<file path="src/rtl/gate_admission_queue.sv">
// gate_admission_queue: buffers parity-checked security tokens in VIP and
// normal queues and admits one passenger per gate cycle through a gate FSM.
// VIPs are served first, bounded by a starvation guard for the normal queue.
// A run of consecutive parity rejects locks the gate for a fixed period.
//
// Ports
//   clk_i            clock, all logic on posedge
//   reset_i          synchronous active-low reset
//   tok_valid_i      upstream token valid
//   tok_ready_o      block accepts a token this cycle
//   security_token_i 8-bit token
//   priority_i       00 normal, 01 crew, 10 VIP, 11 emergency
//   parity_i         expected even parity (must equal ^security_token_i)
//   gate_open_o      gate actuator
//   admit_valid_o    one-cycle admit pulse
//   admit_token_o    token of last admitted passenger
//   admit_vip_o      last admitted passenger came from the VIP queue
//   admit_count_o    saturating admit total
//   reject_count_o   saturating parity reject total
//   alarm_o          one-cycle pulse per parity reject
//   locked_o         high while locked down
//   vip_level_o      VIP queue occupancy
//   norm_level_o     normal queue occupancy
module gate_admission_queue #(
    parameter int unsigned DEPTH        = 4,
    parameter int unsigned OPEN_CYCLES  = 3,
    parameter int unsigned STARVE_LIMIT = 3,
    parameter int unsigned REJECT_LOCK  = 3,
    parameter int unsigned LOCK_CYCLES  = 8
) (
    input  logic                       clk_i,
    input  logic                       reset_i,
    input  logic                       tok_valid_i,
    output logic                       tok_ready_o,
    input  logic [7:0]                 security_token_i,
    input  logic [1:0]                 priority_i,
    input  logic                       parity_i,
    output logic                       gate_open_o,
    output logic                       admit_valid_o,
    output logic [7:0]                 admit_token_o,
    output logic                       admit_vip_o,
    output logic [7:0]                 admit_count_o,
    output logic [3:0]                 reject_count_o,
    output logic                       alarm_o,
    output logic                       locked_o,
    output logic [$clog2(DEPTH+1)-1:0] vip_level_o,
    output logic [$clog2(DEPTH+1)-1:0] norm_level_o
);

    localparam int unsigned LVL_W    = $clog2(DEPTH + 1);
    localparam int unsigned PTR_W    = $clog2(DEPTH);
    localparam int unsigned CNT_MAX  = (LOCK_CYCLES > OPEN_CYCLES) ? LOCK_CYCLES : OPEN_CYCLES;
    localparam int unsigned CNT_W    = $clog2(CNT_MAX + 1);
    localparam int unsigned STREAK_W = $clog2(STARVE_LIMIT + 1);
    localparam int unsigned REJ_W    = $clog2(REJECT_LOCK + 1);

    typedef enum logic [1:0] {IDLE, OPEN, CLOSE, LOCK} state_e;

    state_e              state_q, state_d;
    logic [CNT_W-1:0]    cnt_q, cnt_d;
    logic [7:0]          vip_mem [DEPTH];
    logic [7:0]          norm_mem [DEPTH];
    logic [PTR_W-1:0]    vip_rd_q, vip_rd_d, vip_wr_q, vip_wr_d;
    logic [PTR_W-1:0]    norm_rd_q, norm_rd_d, norm_wr_q, norm_wr_d;
    logic [LVL_W-1:0]    vip_lvl_q, vip_lvl_d, norm_lvl_q, norm_lvl_d;
    logic [STREAK_W-1:0] vip_streak_q, vip_streak_d;
    logic [REJ_W-1:0]    rej_streak_q, rej_streak_d;
    logic [7:0]          admit_cnt_q, admit_cnt_d;
    logic [3:0]          rej_cnt_q, rej_cnt_d;
    logic                admit_valid_q, admit_valid_d;
    logic [7:0]          admit_token_q, admit_token_d;
    logic                admit_vip_q, admit_vip_d;
    logic                alarm_q, alarm_d;
    logic                gate_open_q, gate_open_d;
    logic                locked_q, locked_d;
    logic                tok_ready_q, tok_ready_d;

    logic xfer, par_bad, push_vip, push_norm, pop_vip, pop_norm;
    logic vip_empty, norm_empty, lock_hit;
    logic unused_pri;

    // Crew and emergency share queues with normal and VIP respectively.
    assign unused_pri = priority_i[0];

    function automatic logic [PTR_W-1:0] ptr_inc(input logic [PTR_W-1:0] p);
        return (p == PTR_W'(DEPTH - 1)) ? '0 : p + PTR_W'(1);
    endfunction

    assign xfer       = tok_valid_i && tok_ready_q;
    assign par_bad    = (parity_i != ^security_token_i);
    assign push_vip   = xfer && !par_bad && priority_i[1];
    assign push_norm  = xfer && !par_bad && !priority_i[1];
    assign vip_empty  = (vip_lvl_q == '0);
    assign norm_empty = (norm_lvl_q == '0);
    assign lock_hit   = (rej_streak_q >= REJ_W'(REJECT_LOCK));

    // Gate FSM next state, queue selection and admit outputs.
    always_comb begin
        state_d       = state_q;
        cnt_d         = cnt_q;
        pop_vip       = 1'b0;
        pop_norm      = 1'b0;
        vip_streak_d  = vip_streak_q;
        admit_valid_d = 1'b0;
        admit_token_d = admit_token_q;
        admit_vip_d   = admit_vip_q;
        admit_cnt_d   = admit_cnt_q;
        if (lock_hit) begin
            // Lockdown overrides any state, including an open gate.
            state_d = LOCK;
            cnt_d   = CNT_W'(LOCK_CYCLES - 1);
        end else begin
            unique case (state_q)
                IDLE: begin
                    if (!vip_empty || !norm_empty) begin
                        state_d       = OPEN;
                        cnt_d         = CNT_W'(OPEN_CYCLES - 1);
                        admit_valid_d = 1'b1;
                        if (admit_cnt_q != 8'hFF) admit_cnt_d = admit_cnt_q + 8'd1;
                        if (!vip_empty && (norm_empty || vip_streak_q < STREAK_W'(STARVE_LIMIT))) begin
                            pop_vip       = 1'b1;
                            admit_token_d = vip_mem[vip_rd_q];
                            admit_vip_d   = 1'b1;
                            vip_streak_d  = norm_empty ? '0 : vip_streak_q + STREAK_W'(1);
                        end else begin
                            pop_norm      = 1'b1;
                            admit_token_d = norm_mem[norm_rd_q];
                            admit_vip_d   = 1'b0;
                            vip_streak_d  = '0;
                        end
                    end
                end
                OPEN: begin
                    if (cnt_q == '0) state_d = CLOSE;
                    else             cnt_d   = cnt_q - CNT_W'(1);
                end
                CLOSE: state_d = IDLE;
                LOCK: begin
                    if (cnt_q == '0) state_d = IDLE;
                    else             cnt_d   = cnt_q - CNT_W'(1);
                end
                default: state_d = IDLE;
            endcase
        end
    end

    // Parity rejects, queue bookkeeping and registered status outputs.
    always_comb begin
        rej_streak_d = rej_streak_q;
        rej_cnt_d    = rej_cnt_q;
        alarm_d      = 1'b0;
        vip_rd_d     = vip_rd_q;
        vip_wr_d     = vip_wr_q;
        norm_rd_d    = norm_rd_q;
        norm_wr_d    = norm_wr_q;
        vip_lvl_d    = vip_lvl_q;
        norm_lvl_d   = norm_lvl_q;

        if (xfer) begin
            if (par_bad) begin
                alarm_d      = 1'b1;
                rej_streak_d = rej_streak_q + REJ_W'(1);
                if (rej_cnt_q != 4'hF) rej_cnt_d = rej_cnt_q + 4'd1;
            end else begin
                rej_streak_d = '0;
            end
        end
        if (lock_hit) rej_streak_d = '0;

        if (push_vip)  vip_wr_d  = ptr_inc(vip_wr_q);
        if (pop_vip)   vip_rd_d  = ptr_inc(vip_rd_q);
        if (push_norm) norm_wr_d = ptr_inc(norm_wr_q);
        if (pop_norm)  norm_rd_d = ptr_inc(norm_rd_q);

        case ({push_vip, pop_vip})
            2'b10:   vip_lvl_d = vip_lvl_q + LVL_W'(1);
            2'b01:   vip_lvl_d = vip_lvl_q - LVL_W'(1);
            default: vip_lvl_d = vip_lvl_q;
        endcase
        case ({push_norm, pop_norm})
            2'b10:   norm_lvl_d = norm_lvl_q + LVL_W'(1);
            2'b01:   norm_lvl_d = norm_lvl_q - LVL_W'(1);
            default: norm_lvl_d = norm_lvl_q;
        endcase

        // Status flags are computed from next state so they stay registered.
        gate_open_d = (state_d == OPEN);
        locked_d    = (state_d == LOCK);
        tok_ready_d = (state_d != LOCK) && (vip_lvl_d != LVL_W'(DEPTH)) && (norm_lvl_d != LVL_W'(DEPTH));
    end

    // Queue storage: contents need no reset, pointers and levels define validity.
    always_ff @(posedge clk_i) begin
        if (push_vip)  vip_mem[vip_wr_q]   <= security_token_i;
        if (push_norm) norm_mem[norm_wr_q] <= security_token_i;
    end

    // State and output registers.
    always_ff @(posedge clk_i) begin
        if (!reset_i) begin
            state_q       <= IDLE;
            cnt_q         <= '0;
            vip_rd_q      <= '0;
            vip_wr_q      <= '0;
            norm_rd_q     <= '0;
            norm_wr_q     <= '0;
            vip_lvl_q     <= '0;
            norm_lvl_q    <= '0;
            vip_streak_q  <= '0;
            rej_streak_q  <= '0;
            admit_cnt_q   <= '0;
            rej_cnt_q     <= '0;
            admit_valid_q <= 1'b0;
            admit_token_q <= '0;
            admit_vip_q   <= 1'b0;
            alarm_q       <= 1'b0;
            gate_open_q   <= 1'b0;
            locked_q      <= 1'b0;
            tok_ready_q   <= 1'b0;
        end else begin
            state_q       <= state_d;
            cnt_q         <= cnt_d;
            vip_rd_q      <= vip_rd_d;
            vip_wr_q      <= vip_wr_d;
            norm_rd_q     <= norm_rd_d;
            norm_wr_q     <= norm_wr_d;
            vip_lvl_q     <= vip_lvl_d;
            norm_lvl_q    <= norm_lvl_d;
            vip_streak_q  <= vip_streak_d;
            rej_streak_q  <= rej_streak_d;
            admit_cnt_q   <= admit_cnt_d;
            rej_cnt_q     <= rej_cnt_d;
            admit_valid_q <= admit_valid_d;
            admit_token_q <= admit_token_d;
            admit_vip_q   <= admit_vip_d;
            alarm_q       <= alarm_d;
            gate_open_q   <= gate_open_d;
            locked_q      <= locked_d;
            tok_ready_q   <= tok_ready_d;
        end
    end

    assign tok_ready_o    = tok_ready_q;
    assign gate_open_o    = gate_open_q;
    assign admit_valid_o  = admit_valid_q;
    assign admit_token_o  = admit_token_q;
    assign admit_vip_o    = admit_vip_q;
    assign admit_count_o  = admit_cnt_q;
    assign reject_count_o = rej_cnt_q;
    assign alarm_o        = alarm_q;
    assign locked_o       = locked_q;
    assign vip_level_o    = vip_lvl_q;
    assign norm_level_o   = norm_lvl_q;

endmodule

</file>
<file path="config.mk">
export PLATFORM = sky130hd
export DESIGN_NAME = gate_admission_queue
export DESIGN_NICKNAME = d
export VERILOG_FILES = /design/src/rtl/gate_admission_queue.sv
export SDC_FILE = /design/constraint.sdc
export NUM_CORES = 1
export LEC_CHECK = 0
export BUFFER_PORTS_ARGS = -buffer_cell sky130_fd_sc_hd__buf_2
export CORE_UTILIZATION = 59
export DETAILED_ROUTE_END_ITERATION = 8
export GPL_ROUTABILITY_DRIVEN = 0
export HOLD_SLACK_MARGIN = 0.02
export PLACE_DENSITY = 0.79
export SETUP_SLACK_MARGIN = 0.1
export SLEW_MARGIN = 5
export SYNTH_ARGS = -nofsm -noshare
export SYNTH_HDL_FRONTEND = slang
export SYNTH_SLANG_ARGS = --single-unit
export TNS_END_PERCENT = 10
</file>
<file path="constraint.sdc">
create_clock -name clk_i -period 4.1 [get_ports clk_i]
set_clock_uncertainty 0.15 [all_clocks]
set_input_delay 0.82 -clock clk_i [delete_from_list [all_inputs] [get_ports clk_i]]
set_output_delay 0.82 -clock clk_i [all_outputs]
set_load 0.005 [all_outputs]
</file>
==> flow_summary.ini <==
[cts]
htreeDepth = 4
cts_tree = built
clock-root-buffer = clkbuf_8
cts.sinks = 118
hold_buffers = 0
clk_pin_slew_ns = 0.06
insertion_delay_ns = 0.52
clockBufferDepth = 2
cts_resized = 0
numCtsBuffers = 17
post_cts_buffers = 0

[global_routing]
grt_overflow = 0
grt_pass1_wl_um = 15200
grt_max_degree = 37
grt.total_usage_pct = 24.3
grt_pass1_vias = 3004
antenna_found_initial = 0

[floorplan]
rows = 33
die-area_sq_um = 8740
die_x_um = 93.5
num_io_pins = 46
fp.dieH_um = 93.5
initial_utilization_pct = 60.4
core_sq_um = 8180

[setup_path]
crit_chain = buf_2, xor2_1, xnor3_2, xnor2_2, nor3_2, inv_1, ha_1, inv_1, fa_1, xor2_1, or3_1, a21oi_1
path_class = primary input to register
rr_startpoint = rej_streak_q[0]$_SDFFE_PP0N_
slowest_stage = xnor3_2
rr_endpoint = norm_level_o[2]$_SDFF_PN0_
ff2ff_path_depth = 9
cpPeakStageDelay_ns = 0.51
crit_arrival_ns = 3.52
cp.required_ns = 4.37
end_kind = register
r2r_slack_ns = 1.06
startpoint_type = primary input
crit_path_max_fanout = 9

[drt]
detail-route-antenna-nets = 0
firstDrtPassIters = 6
vias = 3127
wl_per_cell_um = 18.4
initialDrtViolationCount = 263
routed_wl_um = 9780
vias_per_cell = 5.88
drc = 0

[synth]
yosysUniqueCellTypes = 55
yosysSeqAreaShare_pct = 60.8
synth.avg_cell_area_sq_um = 13.7
synth_nets = 393
yosys_warnings = 0
yosys_most_used_dff = edfxtp_1
netlist_area_sq_um = 4940
async_flop_share_pct = 0
synth_cells = 360
synth_seq_cells = 118
synth_edf_count = 64

[cells_and_area]
nNetsFinal = 447
fill_cells = 555
drive_above_1_share_pct = 25.5
fin_area_sq_um = 5830
area_growth_pct = 18.0
num_antenna_cells = 0

[power]
p_sw_mw = 1.27
finalPower_mw = 3.95
pwr-share-seq_pct = 39.0
irDropWorstVdd_uv = 400
p_leak_nw = 2.19
pwr-share-clk_pct = 35.4
p_int_mw = 2.68
power_density_nw_per_um2 = 677
pwr-share-comb_pct = 25.6
switching_share_pct = 32.1

[timing]
rsz0062_at_grt = false
fmax_mhz = 308
fin_tns_setup_ns = 0
finalHoldViolCount = 0
slew_viol_final = 0
min_period_over_period_pct = 79.3
setup_viol = 0
slew-limit-headroom_pct = 21.4
fin_ws_ns = 0.850
tightestPinTransition_ns = 1.18
period_needed_ns = 3.25

[min_path]
hold_class = register to register
min_from = rej_streak_q[1]$_SDFFE_PP0N_
holdPathStages = 1
holdPathEnd = rej_streak_q[1]$_SDFFE_PP0N_

[placed_design]
portBuffers = 44
postPlaceCellArea_sq_um = 5250
hpwl_um = 6220
dp_slack_ns = 0.357

[run_status]
outcome = finished clean

[job]
maxCapViolCount = 0
[flip-flops by register name (all words and copies together) (netlist names), 3 cells and up, named ones only]
name	count
cnt_q	4
vip_mem	32
vip_level_o	3
admit_token_o	8
norm_level_o	3
reject_count_o	4
admit_count_o	8
norm_mem	32
[critical path, delay by kind of cell]
kind	cells	cell delay [ns]
buffers and inverters	3	0.33
AOI/OAI and AO/OA	1	0.21
and+or+nand+nor	2	0.42
xor gates and xnor gates	4	1.16
adders and majority gates	2	0.55
[synthesized netlist by cell type (5+ instances only)]
library cell  instances  area share (%)
edfxtp_1             64              39
dfxtp_1              54              22
nor2_1               35             2.7
nand2_1              18             1.4
ha_1                 17             4.3
inv_1                16             1.2
mux4_2               16             7.3
xnor2_1              12             2.1
nor3_1               10             1.0
and2_1                9             1.1
mux2i_1               9             1.8
a222oi_1              8             1.6
a21oi_1               7            0.71
xor2_1                7             1.2
clkbuf_1              6            0.46
or3_1                 5            0.63
[cells in the final DEF (no fill, tap or decap), types with 7 or more instances in the layout]
master     synthesis  routed
a21oi_1            7       7
a222oi_1           8       8
and2_1             9       9
buf_2              2      44
clkbuf_16          0      18
dfxtp_1           54      54
edfxtp_1          64      64
ha_1              17      17
inv_1             16      16
mux2i_1            9       9
mux4_2            16      16
nand2_1           18      18
nor2_1            35      35
nor3_1            10      10
xnor2_1           12      12
xor2_1             7       7
[logic make-up (layout without fill, tap and decap cells)]
kind of cell | Yosys count | after routing | synth area share [%]
buffers and inverters | 30 | 97 | 2.63
XOR/XNOR | 23 | 23 | 4.84
flip-flops | 118 | 118 | 60.8
AO/OA/AOI/OAI | 39 | 39 | 6.23
adder cells (fa/ha/maj) | 19 | 19 | 5.12
multiplexers | 25 | 25 | 9.12
AND/OR/NAND/NOR | 106 | 106 | 11.2
[worst max path at each step]
| stage | slack (ns) | end | from |
|---|---|---|---|
| after floorplan | 0.70 | tok_ready_o$_SDFF_PN0_ | security_token_i[2] |
| after CTS | 0.85 | norm_level_o[2]$_SDFF_PN0_ | security_token_i[2] |
| after global routing | 0.75 | norm_level_o[2]$_SDFF_PN0_ | security_token_i[2] |
| after detailed placement | 0.36 | tok_ready_o$_SDFF_PN0_ | security_token_i[2] |
| final | 0.85 | norm_level_o[2]$_SDFF_PN0_ | security_token_i[2] |
| after global placement | 0.43 | tok_ready_o$_SDFF_PN0_ | security_token_i[2] |
[metal layers]
| layer | part of all wire [%] | up-vias | global-route usage, % |
|---|---|---|---|
| met2 | 50 | 124 | 37.9 |
| met5 | 0 | - | 0 |
| li1 | - | 1452 | - |
| met3 | 6.8 | 18 | 7.48 |
| met1 | 42 | 1533 | 31.2 |
| met4 | 1.4 | 0 | 10.9 |
[power groups by stage]
stage                     combinational (mW)  sequential (mW)  clock (mW)
after floorplan                        0.807             1.48           0
after global placement                 0.941             1.55           0
after detailed placement               0.980             1.56           0
after CTS                               1.01             1.54        1.41
after global routing                    1.11             1.56        1.47
final                                   1.01             1.54        1.40
[per-stage QoR]
| step | util [%] | cells | hold slack (ns) |
|---|---|---|---|
| 2_1_floorplan | - | 360 | 0.294 |
| 3_3_place_gp | 64.3 | 500 | 0.304 |
| 3_5_place_dp | 64.3 | 500 | 0.309 |
| 4_1_cts | 71.3 | 532 | 0.323 |
| 5_1_grt | 71.3 | 532 | 0.346 |
| 6_report | 71.3 | 532 | 0.324 |
[final cells by class]
type	instances	area [sq um]	area share (%)
inverters	17	63.8	1.10
clock buffers	19	464	7.97
clock inverters	13	109	1.87
repair buffers	48	250	4.29
well taps	105	131	2.25
flip-flops and latches	118	3000	51.5
multi-input cells	212	1810	31.0
No activity file was read; power rests on OpenSTA's default activity.
